`src/rtl/pc_fetch.sv`:
```
// rtl/pc_fetch.sv - program counter and fetch request generator with BOOT/RUN/HALTED control
module pc_fetch #(
  parameter logic [15:0] RESET_PC = 16'h0000
) (
  input  logic        clk,
  input  logic        rst_n,
  input  logic        stall,
  input  logic        redirect,
  input  logic [15:0] redirect_pc,
  input  logic        halt,
  input  logic        imem_ready,
  output logic [15:0] pc,
  output logic [15:0] pc_plus2,
  output logic        fetch_valid,
  output logic        halted,
  output logic        misalign_err,
  output logic [15:0] fetch_count
);

  localparam logic [1:0] ST_BOOT   = 2'd0;
  localparam logic [1:0] ST_RUN    = 2'd1;
  localparam logic [1:0] ST_HALTED = 2'd2;

  // Bit 0 of the PC is forced low so an odd RESET_PC can never produce an odd fetch address.
  localparam logic [15:0] RESET_PC_ALIGNED = RESET_PC & 16'hFFFE;

  logic [1:0]  state_q, state_d;
  logic [15:0] pc_q, pc_d;
  logic [15:0] count_q, count_d;
  logic        misalign_q, misalign_d;
  logic        accept;

  assign pc           = pc_q;
  assign pc_plus2     = pc_q + 16'd2;
  assign fetch_valid  = (state_q == ST_RUN);
  assign halted       = (state_q == ST_HALTED);
  assign misalign_err = misalign_q;
  assign fetch_count  = count_q;
  assign accept       = (state_q == ST_RUN) & imem_ready & ~stall;

  always_comb begin
    state_d    = state_q;
    pc_d       = pc_q;
    count_d    = count_q;
    misalign_d = misalign_q;
    case (state_q)
      ST_BOOT: state_d = ST_RUN;
      ST_RUN: begin
        // Counting is independent of where the PC goes, so a redirecting or halting fetch still counts.
        if (accept && (count_q != 16'hFFFF)) begin
          count_d = count_q + 16'd1;
        end
        if (redirect) begin
          pc_d = {redirect_pc[15:1], 1'b0};
          if (redirect_pc[0]) begin
            misalign_d = 1'b1;
          end
        end else if (accept && !halt) begin
          pc_d = pc_plus2;
        end
        if (halt) begin
          state_d = ST_HALTED;
        end
      end
      ST_HALTED: state_d = ST_HALTED;
      default:   state_d = ST_BOOT;
    endcase
  end

  always_ff @(posedge clk or negedge rst_n) begin
    if (!rst_n) begin
      state_q    <= ST_BOOT;
      pc_q       <= RESET_PC_ALIGNED;
      count_q    <= 16'h0000;
      misalign_q <= 1'b0;
    end else begin
      state_q    <= state_d;
      pc_q       <= pc_d;
      count_q    <= count_d;
      misalign_q <= misalign_d;
    end
  end

endmodule

```
`config.mk`:
```
export PLATFORM = sky130hd
export DESIGN_NAME = pc_fetch
export DESIGN_NICKNAME = d
export VERILOG_FILES = /design/src/rtl/pc_fetch.sv
export SDC_FILE = /design/constraint.sdc
export NUM_CORES = 1
export LEC_CHECK = 0
export CAP_MARGIN = 20
export CORE_MARGIN = 2
export CORE_UTILIZATION = 50
export CTS_BUF_LIST = sky130_fd_sc_hd__clkbuf_16
export DETAILED_ROUTE_END_ITERATION = 7
export DONT_BUFFER_PORTS = 1
export PLACE_DENSITY = 0.73
export SLEW_MARGIN = 20
export SYNTH_ARGS = -nofsm -noshare
export SYNTH_HDL_FRONTEND = slang
export SYNTH_SLANG_ARGS = --single-unit
```
`constraint.sdc`:
```
create_clock -name clk -period 2 [get_ports clk]
set_input_delay 0.2 -clock clk [delete_from_list [all_inputs] [get_ports clk]]
set_output_delay 0.2 -clock clk [all_outputs]
set_load 0.01 [all_outputs]
```
Yosys cells after proc, flatten, opt, wreduce, memory -nomap -nowiden
Cells that the tools add are included.
{ "classes": {"n_addsub": 2, "eq_ne": 4, "n_mux": 4, "bitwise_logic": 3, "n_reduce_logical": 8} }
{ "op_table": {"columns": ["cell", "count"], "rows": [
  ["16-bit two-way mux", 2],
  ["16-bit by 1-bit adder with 16-bit output (second input constant)", 1],
  ["16-bit by 2-bit adder with 16-bit output (second input constant)", 1],
  ["16-bit inequality test (second input constant)", 1],
  ["2-bit one-hot mux with 3 select lines", 1],
  ["2-bit AND reduction", 2],
  ["3-bit AND reduction", 1],
  ["1-bit AND", 2],
  ["2-bit by 1-bit == test with 1-bit output (second input constant)", 1],
  ["2-bit == test (second input constant)", 1],
  ["1-bit logical AND", 2],
  ["2-bit logical NOT", 1],
  ["2-bit two-way mux", 1],
  ["2-bit inequality test (second input constant)", 1],
  ["2-bit nonzero test", 1],
  ["1-bit logical NOT", 1],
  ["1-bit inverter", 1]
]} }
{ "totals": {"register_bits": 35} }

Depth between registers and ports, before layout
Gate-level depths: netlist of run 1.
{ "depth": {"ltp_word": 6, "mapped_depth": 7, "depth_no_buf": 6} }

Worst setup path after synthesis of run 1
Ideal clock, no wire load.
{ "synth_timing": {"kind": "register -> output", "from": "register pc_q[1], in the netlist pc[1]", "to": "output pc_plus2[13]", "arrival_ns": 1.603, "t_required_ns": 1.800, "path_slack_ns": 0.197, "stages_incl_launch_ff": 6, "n_path_buf": 1, "cell_sequence": "dfrtp_1 > ha_1 > clkbuf_1 > inv_1 > nor4_1 > xor2_1"} }
{ "synth_between": {"elab_chain_len": 1} }
{ "synth_rtl": {"columns": ["item", "line_no", "source"], "rows": [
  ["start, declared", "28", "logic [15:0] pc_q, pc_d;"],
  ["start signal, assigned", "78", "pc_q <= pc_d;"],
  ["16-bit by 2-bit adder with 16-bit output", "34", "assign pc_plus2 = pc_q + 16'd2;"],
  ["end, declared", "13", "output logic [15:0] pc_plus2,"]
]} }
No other way between the ends.

Worst setup path in the final report of run 1
{ "layout_timing": {"from": "register pc_q[1], in the netlist pc[1]", "to": "output pc_plus2[14]"} }
The elaborated chain is that of the path after synthesis.

==> results of run 1 <==
-- synthesized netlist by cell type, types with 4 or more instances --
library cell	count	area share
a22oi_1	4	0.014
xor2_1	13	0.054
clkbuf_1	4	0.0072
a21oi_1	5	0.012
nand3_1	11	0.026
nand2_1	17	0.030
and4_1	5	0.021
and3_1	4	0.012
nor2_1	21	0.038
o22ai_1	4	0.012
inv_1	8	0.014
nand4_1	11	0.033
buf_2	5	0.012
dfrtp_1	34	0.41
xnor2_1	11	0.046
o21ai_0	13	0.031
ha_1	5	0.030
nor3_1	5	0.012
-- per-stage QoR --
stage,setup slack [ps],utilization,instances,power (mW),hold WS [ps]
after floorplan,197,-,226,1.92,-95.6
after global placement,274,0.556,282,2.23,-95.1
after detailed placement,204,0.556,282,2.27,-95.1
after CTS,10.3,0.603,292,3.14,80.1
after global routing,44.8,0.606,292,3.35,80.6
final,117,0.606,292,3.14,87.5
-- layout by cell type (no fill, tap or decap), types with 2 or more instances in the layout --
cell type,Yosys,final
a211oi_1,2,2
a21oi_1,5,5
a22oi_1,4,4
and2_1,2,2
and3_1,4,4
and4_1,5,5
buf_4,2,18
clkbuf_16,0,5
conb_1,1,2
dfrtp_1,34,31
dfrtp_2,0,3
ha_1,5,5
inv_1,8,10
mux2i_1,2,2
nand2_1,17,17
nand2b_1,2,2
nand3_1,11,11
nand4_1,11,11
nor2_1,21,21
nor3_1,5,5
nor3b_1,2,2
nor4_2,1,2
o21a_1,2,2
o21ai_0,13,13
o22ai_1,4,4
o2bb2ai_1,2,2
o311ai_0,2,2
xnor2_1,11,11
xor2_1,13,13
-- path summary, 6_finish.rpt --
path,startpoint,endpoint,cells past startpoint
min in group asynchronous,rst_n,fetch_count[2],2
max in group asynchronous,rst_n,pc[2],2
worst min register to register,fetch_count[7],fetch_count[7],1
worst min-delay path,redirect,misalign_err,1
worst max-delay path,pc[1],pc_plus2[14],4
worst max register to register,fetch_count[8],fetch_count[1],3
-- sequential cells by signal (all words and copies together), names as in the netlist --
register      cells
fetch_count      16
pc               15
state_q           2
misalign_err      1
-- report_power, final --
part / internal, mW / leakage, nW / switching, mW
sequential: 0.884 / 0.429 / 0.258
clock: 0.578 / 0.0864 / 0.273
combinational: 0.479 / 0.590 / 0.666
total: 1.94 / 1.11 / 1.20
-- metal layers --
layer | global-route usage | wire (um) | vias to the layer above
met5 | 0 | 0 | -
met4 | 0.0515 | 38 | 0
met3 | 0.0714 | 355 | 4
met2 | 0.340 | 2350 | 67
met1 | 0.292 | 2210 | 810
li1 | - | - | 851
-- repair_timing --
action                                 4_1_cts  5_1_grt
hold buffers                                 2        0
resized for setup                            0        4
setup endpoints to repair                    0        3
endpoints found under the hold margin       34        0
-- logic make-up (layout without fill, tap and decap cells) --
| group | after synthesis | after routing | share of synthesized area |
|---|---|---|---|
| AND/OR/NAND/NOR | 93 | 93 | 0.251 |
| AO/OA/AOI/OAI | 44 | 44 | 0.147 |
| flip-flops | 34 | 34 | 0.406 |
| XOR/XNOR | 24 | 24 | 0.100 |
| buffers and inverters | 20 | 36 | 0.0430 |
| adder cells (fa/ha/maj) | 5 | 5 | 0.0298 |
| multiplexers | 4 | 4 | 0.0221 |
| other | 1 | 2 | 0.00179 |
-- layout make-up --
class / count / area, sq um
flip-flops and latches: 34 / 855
multi-input cells: 172 / 1170
clock buffers: 5 / 125
well taps: 50 / 62.6
repair buffers: 20 / 165
inverters: 8 / 30.0
fillers: 348 / 1590
clock inverters: 3 / 37.5
-- worst max-delay path, cell delays in order (launching register included) --
cell and delay [ps]:
dfrtp_2 430, and4_1 260, nand3_1 190, nor3_1 240
xor2_1 290
==> qor.csv, run 1 <==
stage,metric,value,unit
timing,fin_crit_sh,0.941,
yosys,synth-edff-count,0,
yosys,synthFlopType,dfrtp_1,
final_layout,fin_area,2440,sq um
yosys,avgSynthCellArea,9.32,sq um
timing,slew_violations,0,
timing,skew,3.39,ps
floorplanning,die_h,68.8,um
global_route,grt_max_degree,35,
yosys,ys_seq_area_frac,0.406,
timing,tns,0,ps
clocking,htree_levels,2,
clocking,clk_latency,270,ps
final_layout,num-nets-final,268,
critical_path,required,1800,ps
global_route,grtUsageTotal,0.217,
flow_run,cap_violations,0,
final_layout,drive_gt1_frac,0.161,
clocking,postCtsSetupRepairBufs,0,
clocking,clock_tree.root_cell,clkbuf_16,
floorplanning,fp.dieArea,4730,sq um
yosys,ys_async_sr_fraction,1.00,
placed_design,place_area,2240,sq um
floorplanning,initial_core_util,0.520,
floorplanning,io_pins,73,
clocking,clk_pin_slew_worst_paths,50,ps
drt,dr.pass1.iters,4,
clocking,cts_num_sinks,34,
floorplanning,rows,23,
placed_design,portBuffers,0,
critical_path,startpoint_type,flip-flop,
drt,dr_total_vias,1732,
timing,period_needed,1880,ps
drt,routed_wl,4950,um
power,p_per_area,1290,nW/um^2
drt,drc,0,
critical_path,rrSetupSlack,210,ps
critical_path,critPathKind,reg -> out,
floorplanning,core,4030,sq um
placed_design,dp_hpwl,3680,um
yosys,synthCells,225,
critical_path,worstSetupEndpointType,output port,
timing,finalHoldViolations,0,
drt,drt_iter0_drc,161,
yosys,ys_ff_latch,34,
yosys,yosys_warnings,0,
drt,ant_nets,0,
placed_design,gp_congestion,0.834,
clocking,cts_tree,built,
power,vdd_drop_max,676,uV
clocking,cts_buffers,5,
final_layout,n_antenna_cell,0,
yosys,syn_area,2100,sq um
global_route,antenna_found_initial,0,
clocking,clock_path_buffers,2,
global_route,grt_pass1_wl,7560,um
timing,worstMarginPinSlew,570,ps
critical_path,cp_max_fo,6,
drt,vias_per_cell,5.93,
global_route,grt_pass1_vias,1619,
timing,max_freq,0.531,GHz
power,p_leak,1.11,nW
global_route,overflow,0,
outcome,status,finished clean,
worst_hold_path,min_path_type,in -> reg,
critical_path,critical_path_arrival,1680,ps
yosys,synth_cell_types,53,
floorplanning,fp.dieW,68.8,um
final_layout,syn_to_final_growth,16.4,%
drt,drt-wirelength-per-cell,17.0,um
timing,max_slew_margin,0.619,
timing,finalSetupViolations,0,
timing,rsz0062_at_grt,false,
Power figures use the tool's default switching activity.
==> run 2: changes to the inputs <==
Settings changed: CORE_UTILIZATION 50 to 30, PLACE_DENSITY 0.73 to 0.52.
==> qor.csv, run 2 (synthesized netlist as in run 1, its figures left out) <==
stage,metric,value,unit,change
outcome,status,finished clean,,
clocking,clk_pin_slew_worst_paths,50,ps,about the same
placed_design,place_area,2340,sq um,+4.6%
final_layout,fin_area,2530,sq um,+3.5%
drt,vias_per_cell,5.09,,-14%
global_route,overflow,0,,unchanged
final_layout,final_util,0.372,,-0.234
critical_path,cpMaxStageDelayCell,dfrtp_2,,
timing,skew,2.62,ps,-0.767 ps
final_layout,n_antenna_cell,0,,unchanged
global_route,grt_pass1_wl,9030,um,+19%
placed_design,portBuffers,0,,unchanged
clocking,clock_path_buffers,2,,unchanged
drt,drt_iter0_drc,36,,-78%
final_layout,regArea,853,sq um,-0.15%
power,p_per_area,1220,nW/um^2,-5.3%
timing,max_freq,0.538,GHz,+1.3%
final_layout,num-nets-final,274,,+2.2%
timing,slew_violations,0,,unchanged
placed_design,dp_hpwl,4150,um,+13%
critical_path,worst-path-buf-inv,2,,+2
drt,routed_wl,5510,um,+11%
floorplanning,initial_core_util,0.309,,-0.212
floorplanning,rows,30,,+30%
global_route,grtUsageTotal,0.151,,-0.0666
flow_run,cap_violations,0,,unchanged
floorplanning,fp.dieArea,7670,sq um,+62%
timing,fin_crit_sh,0.930,,-0.0116
timing,whs,82.8,ps,-4.69 ps
clocking,htree_levels,2,,unchanged
final_layout,largest_register_ffs,16,,unchanged
critical_path,startpoint_type,flip-flop,,
drt,drc,0,,unchanged
final_layout,syn_to_final_growth,20.5,%,
critical_path,worstSetupEndpointType,output port,,
placed_design,gp_congestion,0.811,,-2.8%
critical_path,r2r-end,fetch_count[12],,
timing,period_needed,1860,ps,-23.2 ps
placed_design,dp_cells,334,,+18%
global_route,grt_max_degree,35,,unchanged
floorplanning,fp.dieW,87.6,um,+27%
critical_path,slowest_delay,430,ps,about the same
critical_path,critical_path_depth,5,,+1
timing,tns,0,ps,unchanged
power,vdd_drop_max,570,uV,-16%
drt,ant_nets,0,,unchanged
critical_path,crit_end,pc_plus2[13],,
global_route,grt_pass1_vias,1822,,+13%
timing,worstMarginPinSlew,523,ps,-47.3 ps
clocking,cts_tree,built,,
drt,drt-wirelength-per-cell,16.1,um,-5.0%
timing,rsz0062_at_grt,false,,
final_layout,multi_input_area,1180,sq um,+1.6%
global_route,antenna_found_initial,0,,unchanged
clocking,clock_tree.root_cell,clkbuf_16,,
timing,finalHoldViolations,0,,unchanged
floorplanning,core,6790,sq um,+69%
clocking,clk_latency,270,ps,about the same
critical_path,cp_max_fo,6,,unchanged
critical_path,critPathKind,reg -> out,,
timing,finalSetupViolations,0,,unchanged
critical_path,crit_start,pc[2],,
power,p_leak,1.11,nW,+0.57%
floorplanning,io_pins,73,,unchanged
critical_path,path_cells,"ha_2, inv_1, nor4_1, buf_4, xor2_2",,
floorplanning,die_h,87.6,um,+27%
critical_path,r2r_cells,6,,+3
worst_hold_path,min_path_type,in -> reg,,
final_layout,layout.cells.non_filler,342,,+17%
critical_path,timing.rr.start,state_q[1],,
final_layout,num-fill-cells,702,,+100%
final_layout,layout.cells.most_common,dfrtp_1,,
timing,max_slew_margin,0.650,,+0.0312
final_layout,drive_gt1_frac,0.191,,+0.0299
clocking,cts_num_sinks,34,,unchanged
critical_path,critical_path_arrival,1660,ps,-20 ps
drt,dr.pass1.iters,4,,unchanged
critical_path,required,1800,ps,about the same
critical_path,critPathTopFamily,flip-flops,,
final_layout,mostFrequentLayoutCells,"dfrtp_1, buf_4, nor2_1",,
clocking,cts_buffers,5,,unchanged
drt,dr_total_vias,1740,,+0.46%
critical_path,rrSetupSlack,240,ps,+30 ps
-- run 2: cell count changes in the layout (fill, tap and decap cells not counted), moves of 2 or more --
cell,delta
buf_4,+6
inv_1,-2
xor2_1,-2
xor2_2,+2
-- run 2: how the worst min path moves through the flow --
| stage | startpoint | end | slack (ps) | depth (start not counted) |
|---|---|---|---|---|
| after floorplan | rst_n | fetch_count[0] | -100 | 0 |
| after global placement | rst_n | fetch_count[2] | -90 | 0 |
| after detailed placement | rst_n | fetch_count[6] | -90 | 0 |
| after CTS | redirect | misalign_err | 80 | 1 |
| after global routing | redirect | misalign_err | 90 | 1 |
| final | redirect | pc[12] | 80 | 1 |
-- run 2: worst register-to-register path, delay by kind of cell, from the launching register on --
family	cells	cell delay, ps
fa+ha+maj	1	170
buf+inv	1	90
flops	1	380
mux	1	330
simple gates	3	670
-- run 2: cell type report --
type | count | share of cell area
Clock buffer | 5 | 0.0495
Clock inverter | 1 | 0.00149
Inverter | 8 | 0.0119
Multi-Input combinational cell | 172 | 0.469
Sequential cell | 34 | 0.338
Tap cell | 96 | 0.0475
Timing Repair Buffer | 26 | 0.0832
-- run 2: power breakdown --
group / total (mW) / switching [mW] / leakage (nW) / internal [mW]
Sequential: 1.12 / 0.241 / 0.430 / 0.882
Combinational: 1.25 / 0.719 / 0.619 / 0.527
Clock: 0.709 / 0.267 / 0.0632 / 0.442
Total: 3.08 / 1.23 / 1.11 / 1.85
-- run 2: routing by layer --
metal | vias up | routed length, um | GRT usage
met5 | - | 0 | 0
met4 | 0 | 52 | 0.0420
met3 | 6 | 399 | 0.0528
met2 | 54 | 2660 | 0.256
met1 | 821 | 2400 | 0.182
li1 | 859 | - | -
-- run 2: metrics by stage --
step	total power [mW]	worst slack (ps)
after floorplan	1.92	197
after global placement	2.32	263
after detailed placement	2.35	225
after CTS	3.10	60.9
after global routing	3.32	19.1
final	3.08	141
-- run 2: timing repair --
action / in CTS / in global routing
hold buffers: 2 / 0
resized for setup: 3 / 4
endpoints found under the hold margin: 34 / 0
pin swaps: 0 / 0
endpoints found under the setup margin: 2 / 2
setup buffers: 0 / 0
==> run 3: changes to the inputs <==
Settings changed: RECOVER_POWER from default to 100.
==> qor.csv, run 3 (synthesized netlist as in run 1, its figures left out) <==
stage,metric,value,unit,change
outcome,status,finished clean,,
global_route,grt_pass1_vias,1822,,unchanged
clocking,clock_path_buffers,2,,unchanged
placed_design,gp_congestion,0.811,,unchanged
flow_run,cap_violations,0,,unchanged
floorplanning,initial_core_util,0.309,,unchanged
global_route,use_met1,0.182,,unchanged
final_layout,largest_register_ffs,16,,unchanged
power,p_leak,1.02,nW,-8.1%
timing,max_freq,0.531,GHz,-1.3%
timing,finalHoldViolations,0,,unchanged
critical_path,r2r_cells,3,,-3
clocking,cts_num_sinks,34,,unchanged
clocking,cts_buffers,5,,unchanged
critical_path,rrSetupSlack,120,ps,-120 ps
drt,drc,0,,unchanged
final_layout,num-fill-cells,721,,+2.7%
timing,rsz0062_at_grt,false,,
floorplanning,rows,30,,unchanged
timing,finalSetupViolations,0,,unchanged
clocking,cts_tree,built,,
timing,max_slew_margin,0.412,,-0.238
global_route,grtUsageTotal,0.151,,unchanged
timing,skew,2.85,ps,+0.226 ps
clocking,clock_tree.root_cell,clkbuf_16,,
floorplanning,io_pins,73,,unchanged
final_layout,fin_area,2420,sq um,-4.2%
clocking,clk_latency,270,ps,about the same
worst_hold_path,holdPathStages,1,,unchanged
drt,dr.pass1.iters,4,,unchanged
final_layout,n_antenna_cell,0,,unchanged
final_layout,regArea,853,sq um,unchanged
global_route,use_met3,0.0528,,unchanged
drt,ant_nets,0,,unchanged
timing,whs,83.3,ps,+0.460 ps
clocking,clk_pin_slew_worst_paths,50,ps,about the same
drt,routed_wl,5510,um,about the same
critical_path,r2r-end,fetch_count[1],,
global_route,grt_pass1_wl,9030,um,unchanged
worst_hold_path,holdPathEnd,misalign_err,,
timing,slew_violations,0,,unchanged
floorplanning,core,6790,sq um,unchanged
timing,fin_crit_sh,0.942,,+0.0120
drt,drt_iter0_drc,35,,-2.8%
placed_design,portBuffers,0,,unchanged
critical_path,critical_path_arrival,2040,ps,+380 ps
final_layout,num-nets-final,274,,unchanged
timing,worstMarginPinSlew,882,ps,+359 ps
clocking,postCtsSetupRepairBufs,0,,unchanged
global_route,grt.busiest_layer,met2,,
global_route,antenna_found_initial,0,,unchanged
global_route,overflow,0,,unchanged
power,vdd_drop_max,582,uV,+2.0%
final_layout,final_util,0.357,,-0.0155
power,p_per_area,1230,nW/um^2,+0.93%
worst_hold_path,worstHoldStart,redirect,,
timing,tns,0,ps,unchanged
global_route,use_met2,0.256,,unchanged
final_layout,multi_input_area,1160,sq um,-2.2%
critical_path,startpoint_type,flip-flop,,
floorplanning,die_h,87.6,um,unchanged
final_layout,drive_gt1_frac,0.110,,-0.0813
final_layout,mostFrequentLayoutCells,"dfrtp_1, nor2_1, nand2_1, clkbuf_1, o21ai_0",,
critical_path,critPathKind,reg -> reg,,
floorplanning,fp.dieArea,7670,sq um,unchanged
drt,drt-wirelength-per-cell,16.1,um,about the same
placed_design,place_area,2340,sq um,unchanged
drt,vias_per_cell,5.15,,+1.2%
critical_path,timing.rr.start,fetch_count[8],,
clocking,htree_levels,2,,unchanged
placed_design,dp_hpwl,4150,um,unchanged
timing,period_needed,1880,ps,+24.1 ps
final_layout,layout.cells.most_common,dfrtp_1,,
drt,dr_total_vias,1761,,+1.2%
global_route,grt_max_degree,35,,unchanged
floorplanning,fp.dieW,87.6,um,unchanged
critical_path,worstSetupEndpointType,flip-flop,,
critical_path,required,2160,ps,+360 ps
final_layout,syn_to_final_growth,15.5,%,
worst_hold_path,min_path_type,in -> reg,,
critical_path,cp_max_fo,7,,+1
-- run 3: cell types whose count changed in the layout (fill, tap and decap cells not counted), sizes merged --
| cell | change |
|---|---|
| buf | -18 |
| clkbuf | +18 |
-- run 3: per-stage QoR --
step,worst slack [ps],power (mW),instances
after detailed placement,225,2.35,334
after global placement,263,2.32,334
after global routing,19.1,3.22,342
after floorplan,197,1.92,226
final,117,2.98,342
after CTS,60.9,3.10,342
-- run 3: power by group --
part / internal (mW) / switching (mW)
combinational: 0.436 / 0.714
clock: 0.442 / 0.265
sequential: 0.882 / 0.238
-- run 3: repair_timing --
action                                 4_1_cts  5_1_grt
endpoints found under the hold margin       34        0
gates resized for setup                      3        4
setup endpoints to repair                    2        2
hold buffers                                 2        0
-- run 3: worst max-delay path, cell delays in order, from the launching register on --
cell and delay [ps]:
dfrtp_1 480, nand4_1 310, o41ai_4 630, mux2_4 340
-- run 3: worst max-delay path by stage --
stage                               from         endpoint  slack (ps)
after floorplan                    pc[1]     pc_plus2[13]         200
after global placement        state_q[1]  fetch_count[12]         260
after detailed placement      state_q[1]  fetch_count[12]         230
after CTS                          pc[2]     pc_plus2[13]          60
after global routing               pc[2]     pc_plus2[13]          20
final                     fetch_count[8]   fetch_count[1]         120
-- run 3: metal layers --
metal / routed length (um) / vias up / share of wire
met5: 0 / - / 0
met4: 63 / 0 / 0.011
met3: 433 / 10 / 0.079
met2: 2650 / 63 / 0.48
met1: 2360 / 826 / 0.43
li1: - / 862 / -
-- run 3: cell type report --
type	instances	area share
clock buffers	5	0.0517
clock inverters	1	0.00155
multi-input cells	172	0.478
well taps	96	0.0496
flip-flops and latches	34	0.352
inverters	8	0.0124
repair buffers	26	0.0542
